--- config.mk ---
export PLATFORM = sky130hd
export DESIGN_NAME = alu_op_scheduler
export DESIGN_NICKNAME = d
export VERILOG_FILES = /design/src/rtl/alu_op_scheduler.sv
export SDC_FILE = /design/constraint.sdc
export NUM_CORES = 1
export LEC_CHECK = 0
export ABC_AREA = 1
export BUFFER_PORTS_ARGS = -buffer_cell sky130_fd_sc_hd__buf_2
export CORE_MARGIN = 2
export CORE_UTILIZATION = 48
export CTS_CLUSTER_DIAMETER = 50
export DETAILED_ROUTE_END_ITERATION = 16
export HOLD_SLACK_MARGIN = 0.08
export PLACE_DENSITY_LB_ADDON = 0.25
export SYNTH_ARGS = -nofsm -noshare
export SYNTH_HDL_FRONTEND = slang
export SYNTH_SLANG_ARGS = --single-unit
--- constraint.sdc ---
create_clock -name clk -period 2.85 [get_ports clk]
set_clock_uncertainty 0.1 [all_clocks]
set_input_delay 0.285 -clock clk [delete_from_list [all_inputs] [get_ports clk]]
set_output_delay 0.285 -clock clk [all_outputs]
set_load 0.02 [all_outputs]
--- src/rtl/alu_op_scheduler.sv ---
// Round-robin sharing of one ALU between two requesters.
// One operation in flight: issue, optional multi-cycle wait, respond.
module alu_op_scheduler #(
    parameter int          N       = 16,
    parameter logic [31:0] MC_MASK = 32'h0000_0240,
    parameter int          TIMEOUT = 64
) (
    input  logic         clk,
    input  logic         rst,
    input  logic         req0_valid,
    output logic         req0_ready,
    input  logic [4:0]   req0_op,
    input  logic [2:0]   req0_sel,
    input  logic [N-1:0] req0_a,
    input  logic [N-1:0] req0_b,
    input  logic         req1_valid,
    output logic         req1_ready,
    input  logic [4:0]   req1_op,
    input  logic [2:0]   req1_sel,
    input  logic [N-1:0] req1_a,
    input  logic [N-1:0] req1_b,
    output logic         rsp_valid,
    input  logic         rsp_ready,
    output logic         rsp_id,
    output logic [N-1:0] rsp_result,
    output logic         rsp_sign,
    output logic         rsp_zero,
    output logic         rsp_ovf,
    output logic         rsp_err,
    output logic [4:0]   alu_ctrl,
    output logic [N-1:0] alu_in0,
    output logic [N-1:0] alu_in1,
    output logic [2:0]   alu_sel,
    output logic         alu_start,
    input  logic [N-1:0] alu_out,
    input  logic         alu_sign,
    input  logic         alu_zero,
    input  logic         alu_ovf,
    input  logic         alu_done
);

    localparam int CW = $clog2(TIMEOUT + 1);

    typedef enum logic [2:0] {
        IDLE,
        ISSUE,
        WAIT_MC,
        CAPTURE,
        RESP
    } state_t;

    state_t        state;
    state_t        state_nxt;
    logic          ptr;
    logic          cur_id;
    logic [CW-1:0] cnt;

    logic gnt_any;
    logic gnt_sel;
    logic is_mc;
    logic to_hit;
    logic cap_en;
    logic cap_err;

    always_comb begin
        gnt_any = req0_valid | req1_valid;
        // gnt_sel=1 selects req1; the pointer side wins a tie
        gnt_sel = ptr ? req1_valid : ~req0_valid;
        is_mc   = MC_MASK[alu_ctrl];
        to_hit  = (cnt == CW'(TIMEOUT - 1));
        cap_en  = (state == CAPTURE) ||
                  ((state == WAIT_MC) && (alu_done || to_hit));
        cap_err = (state == WAIT_MC) && !alu_done;
    end

    always_ff @(posedge clk) begin
        if (!rst) begin
            state <= IDLE;
        end else begin
            state <= state_nxt;
        end
    end

    always_comb begin
        state_nxt  = state;
        req0_ready = 1'b0;
        req1_ready = 1'b0;
        alu_start  = 1'b0;
        rsp_valid  = 1'b0;
        unique case (state)
            IDLE: begin
                if (rst && gnt_any) begin
                    req0_ready = ~gnt_sel;
                    req1_ready = gnt_sel;
                    state_nxt  = ISSUE;
                end
            end
            ISSUE: begin
                alu_start = is_mc;
                state_nxt = is_mc ? WAIT_MC : CAPTURE;
            end
            WAIT_MC: begin
                if (alu_done || to_hit) begin
                    state_nxt = RESP;
                end
            end
            CAPTURE: begin
                state_nxt = RESP;
            end
            RESP: begin
                rsp_valid = 1'b1;
                if (rsp_ready) begin
                    state_nxt = IDLE;
                end
            end
            default: begin
                state_nxt = IDLE;
            end
        endcase
    end

    always_ff @(posedge clk) begin
        if (!rst) begin
            ptr        <= 1'b0;
            cur_id     <= 1'b0;
            cnt        <= '0;
            alu_ctrl   <= '0;
            alu_sel    <= '0;
            alu_in0    <= '0;
            alu_in1    <= '0;
            rsp_id     <= 1'b0;
            rsp_result <= '0;
            rsp_sign   <= 1'b0;
            rsp_zero   <= 1'b0;
            rsp_ovf    <= 1'b0;
            rsp_err    <= 1'b0;
        end else begin
            if (state == IDLE && gnt_any) begin
                alu_ctrl <= gnt_sel ? req1_op : req0_op;
                alu_sel  <= gnt_sel ? req1_sel : req0_sel;
                alu_in0  <= gnt_sel ? req1_a : req0_a;
                alu_in1  <= gnt_sel ? req1_b : req0_b;
                ptr      <= ~gnt_sel;
                cur_id   <= gnt_sel;
            end
            if (state == ISSUE) begin
                cnt <= '0;
            end else if (state == WAIT_MC) begin
                cnt <= cnt + CW'(1);
            end
            // A done seen on the timeout cycle still returns real data
            if (cap_en) begin
                rsp_id     <= cur_id;
                rsp_err    <= cap_err;
                rsp_result <= cap_err ? '0 : alu_out;
                rsp_sign   <= cap_err ? 1'b0 : alu_sign;
                rsp_zero   <= cap_err ? 1'b0 : alu_zero;
                rsp_ovf    <= cap_err ? 1'b0 : alu_ovf;
            end
        end
    end

endmodule

# After elaboration in Yosys (flattened, before gate mapping)
# Memory sizes are Yosys's and may differ from the RTL's. A register that Yosys moved wholly into a read port is not among the register bits.
# Index checks and enable logic that the tools add are counted.
classes:
  n_reduce_logical: 10
  n_eq_ne: 8
  bitwise_logic: 4
  n_addsub: 1
  n_shift: 0
  multipliers: 0
  magnitude_cmp: 1
  div_mod_pow: 0
  muxes: 23
op_table:
  columns: ["op", "count"]
  rows:
  - ["two-way mux 16 bit", 3]
  - ["two-way mux 5 bit", 3]
  - ["one-hot mux 3 bit (5 select lines)", 1]
  - ["two-way mux 1 bit", 12]
  - ["two-way mux 3 bit", 4]
  - ["adder 7 x 1 -> 7 bit, second input constant", 1]
  - ["equality test 7 x 6 -> 1 bit, second input constant", 1]
  - ["equality test 3 x 2 -> 1 bit, second input constant", 2]
  - ["< comparator 5 x 6 -> 1 bit, second input constant", 1]
  - ["!= test 2 bit, second input constant", 3]
  - ["logical AND 1 bit", 4]
  - ["equality test 3 x 1 -> 1 bit, second input constant", 1]
  - ["equality test 3 bit, second input constant", 1]
  - ["zero test 3 bit", 1]
  - ["NOT 1 bit", 3]
  - ["AND reduction 3 bit", 1]
  - ["logical OR 1 bit", 2]
  - ["OR reduction 2 bit", 1]
  - ["zero test 1 bit", 1]
  - ["bitwise OR 1 bit", 1]
word_totals:
  regBits: 73
  latch_bits: 0
  ramBits: 0
  inputBits: 105
  mem_bits_ro: 32
  word_cells: 62
  mem_count: 1
  out_inout_bits: 65
mem_list:
  columns: ["name", "depth", "word_bits", "read_ports", "rd_ports_with_merged_regs", "write_ports", "line_no", "text"]
  rows:
  - ["(no name shown)", 32, 1, 1, 1, 0, "69", "is_mc = MC_MASK[alu_ctrl];"]

# Longest topological paths before layout
depth:
  ltp_word: 5
  ltp_mapped: 11
  mapped_depth_nobuf: 11

# Worst setup path after synthesis
# No wires, ideal clock.
synth_timing:
  path_type: "register to register"
  startpoint: "register cnt[0]"
  endpoint: "register rsp_result[7]"
  slack_ps: 1286
  setup_ps: 132
  stages_incl_launch_ff: 10
  t_arrival_ps: 1332
  synth_period_minus_slack_ps: 1564
  cell_sequence: "dfxtp_1 ha_1 nand3_1 nor2_1 nand2_1 nand2_1 nand2_1 buf_2 a21oi_1 nor3_1"
synth_via:
  elab_chain_len: 4
synth_lines:
  columns: ["element", "line_no", "text"]
  rows:
  - ["from (decl)", "56", "logic [CW-1:0] cnt;"]
  - ["from (signal assigned)", "149", "cnt <= cnt + CW'(1);"]
  - ["equality test 7 x 6 -> 1 bit", "70", "to_hit = (cnt == CW'(TIMEOUT - 1));"]
  - ["logical OR 1 bit", "72", "((state == WAIT_MC) && (alu_done || to_hit));"]
  - ["logical AND 1 bit", "72", null]
  - ["logical OR 1 bit", "71", "cap_en = (state == CAPTURE) ||"]
  - ["to (signal assigned)", "155", "rsp_result <= cap_err ? '0 : alu_out;"]
  - ["to (decl)", "25", "output logic [N-1:0] rsp_result,"]
# Every way passes these cells.
# A chain may end at the register's enable or synchronous reset.

# Worst setup path in the final report
layout_timing:
  startpoint: "register cnt[0]"
  endpoint: "register rsp_result[0]"
# Same word-level chain as after synthesis.

==> impl_metrics.py <==
metrics = {
    "placed_design": {
        "dp_cells": 658,
        "port_buffers": 169,
        "dp_hpwl_um": 6580,
        "gp_congestion": 0.846,
    },
    "synthesis": {
        "syn-cell-area_mm2": 0.00315,
        "synth.distinct_cells": 26,
        "synthCells": 430,
        "synth_edf_count": 0,
        "syn_area_per_cell_um2": 7.32,
        "synth_top_cells_by_count": "nand2_1, nand3_1, dfxtp_1",
        "synth_nets": 536,
        "netlist.area_leader.share_pct": 47.0,
        "synth-seq-cells": 74,
        "synth-main-ff-cell": "dfxtp_1",
        "synth_top_area_cell": "dfxtp_1",
        "netlist_top_cells_area": "dfxtp_1, nand2_1, nand3_1, a21oi_1, nor3_1",
        "yosys_warnings": 0,
        "synthArstFlopShare_pct": 0,
        "yosysMostFrequentCell": "nand2_1",
        "ys_seq_area_share_pct": 47.0,
    },
    "routing": {
        "routed_wl_um": 11400,
        "via_per_inst": 5.44,
        "drtPass1Iterations": 4,
        "wire_per_inst_um": 15.4,
        "ant_nets": 0,
        "drc_errors": 0,
        "vias": 4038,
        "drtIter0Drc": 249,
    },
    "clock_tree": {
        "cts_tree": "built",
        "htreeDepth": 3,
        "clkLatencyLatePin_ns": 0.35,
        "clock-sinks": 74,
        "cts.clk_slew.worst_paths_ns": 0.08,
        "cts_root_buf": "clkbuf_8",
        "clk_path_buf_depth": 2,
        "cts_buffers": 9,
    },
    "global_routing": {
        "grt_pass1_vias": 4085,
        "overflow": 0,
        "antenna_found_initial": 0,
        "grt_pass1_wl_um": 18400,
        "grt_use_total_pct": 32.1,
        "grt_max_degree": 36,
    },
    "power": {
        "intPower_mw": 2.47,
        "swShare_pct": 36.7,
        "seqPwrFrac_pct": 35.5,
        "switching_power_mw": 1.43,
        "p_leak_nw": 2.53,
        "p_per_area_mw_per_mm2": 788,
        "irDropWorstVdd_mv": 0.503,
        "combPwrFrac_pct": 38.0,
        "clkPwrFrac_pct": 26.5,
        "power_mw": 3.90,
    },
    "final_layout": {
        "antenna-diode-count": 0,
        "nFillCells": 412,
        "final_cells": 742,
        "layout-drive-gt1-share_pct": 32.2,
        "layout.nets": 766,
        "area_growth_syn_to_layout_pct": 57.0,
    },
    "floorplanning": {
        "die_y_um": 85,
        "io_pins": 170,
        "start_util_pct": 49.6,
        "core.rowCount": 29,
        "die_area_mm2": 0.00723,
        "die_width_um": 85,
        "core_area_mm2": 0.00635,
    },
    "critical_path": {
        "path_class": "flop to flop",
        "worstPathArrival_ns": 2.55,
        "cp_max_fo": 22,
        "start_kind": "flop",
        "cp.required_ns": 2.98,
        "cp-end-kind": "flop",
    },
    "timing": {
        "finalMaxSlewViolations": 0,
        "hold_violations": 0,
        "finalSetupViolCount": 0,
        "rsz0062_at_grt": "no",
        "post-route-period-util_pct": 84.9,
        "fin_crit_ns": 2.42,
        "worst_slew_pin_slew_ns": 0.743,
        "max_freq_ghz": 0.413,
        "tns_ns": 0,
        "max_slew_margin_pct": 50.3,
    },
    "run": {
        "cap_violations": 0,
    },
    "outcome": {
        "status": "completed",
    },
    "min_path": {
        "holdCritPathClass": "input pin to flop",
    },
}
==> power by group through the flow <==
stage / Combinational [mW] / Sequential, mW / Clock (mW)
after CTS: 1.44 / 1.38 / 1.02
final: 1.48 / 1.38 / 1.03
after global placement: 1.21 / 1.39 / 0
after floorplan: 0.603 / 1.62 / 0
after global routing: 1.61 / 1.40 / 1.09
after detailed placement: 1.23 / 1.39 / 0
==> cell type report <==
class	count	area [µm²]	share of cell area [%]
well taps	77	96.3	1.95
clock buffers	11	151	3.06
repair buffers	243	1570	31.8
clock inverters	5	100	2.02
inverters	32	120	2.43
multi-input cells	300	1420	28.8
flip-flops and latches	74	1480	30.0
==> stage by stage <==
stage | util, % | setup WS, ns | hold WS, ns | area, µm²
6_report | 77.9 | 0.431 | 0.109 | 4940
5_1_grt | 77.9 | 0.193 | 0.114 | 4940
4_1_cts | 77.9 | 0.488 | 0.103 | 4940
3_5_place_dp | 63.2 | 0.573 | 0.368 | 4010
3_3_place_gp | 63.2 | 0.646 | 0.355 | 4010
2_1_floorplan | - | 1.29 | 0.298 | 3150
==> routing by layer <==
metal	track usage [%]	wire length, µm	vias to the layer above
li1	-	-	1887
met2	52.3	5600	247
met5	0	0	-
met1	36.1	4250	1826
met3	8.07	818	78
met4	24.1	773	0
==> worst max-delay path, cell delays in order (launching register included) <==
cell and delay [ns]:
dfxtp_1 0.36, ha_1 0.21, nand3_1 0.11, nor2_1 0.20, nand2_1 0.12, nand2_1 0.09, buf_4 0.25, nand2_1 0.48
a21oi_1 0.32, nor3_1 0.06
==> kinds of logic after synthesis <==
group / share of synthesized area, %
fa+ha+maj: 0.397
compound gates: 9.22
flops: 47.0
simple gates: 35.6
buf+inv: 7.79
==> final timing paths <==
path | startpoint | endpoint | slack [ns] | cells after the start
setup reg to reg | cnt[0] | rsp_result[0] | 0.43 | 9
hold / removal | alu_out[8] | rsp_result[8] | 0.11 | 3
hold reg to reg | rsp_id | rsp_id | 0.38 | 2
setup / recovery | cnt[0] | rsp_result[0] | 0.43 | 9
==> sequential cells by signal, indices dropped and copies added (netlist names), 3 cells and up <==
register	count
alu_sel	3
alu_ctrl	5
alu_in1	16
state	3
rsp_result	16
alu_in0	16
cnt	7
==> what timing repair did <==
action                                 in CTS  in global routing
endpoints found under the hold margin      34                  0
hold buffers                               68                  0
gates resized for setup                     0                  0
setup buffers                               0                  0
==> layout by cell type (no fill, tap or decap), types with 2 or more instances in the layout <==
| cell | Yosys | layout |
|---|---|---|
| nand2_2 | 5 | 5 |
| a21oi_1 | 52 | 52 |
| inv_1 | 22 | 22 |
| a31oi_1 | 2 | 2 |
| buf_4 | 6 | 6 |
| bufinv_16 | 0 | 3 |
| nand3_1 | 80 | 80 |
| nor2_4 | 3 | 3 |
| clkbuf_8 | 0 | 11 |
| o21ai_0 | 2 | 2 |
| clkinv_2 | 0 | 2 |
| buf_2 | 10 | 169 |
| nand2_1 | 109 | 109 |
| nor3_1 | 25 | 25 |
| nor2_1 | 12 | 12 |
| dfxtp_1 | 74 | 74 |
| inv_2 | 10 | 10 |
| dlygate4sd3_1 | 0 | 68 |
(Power assumes the default switching activity.)
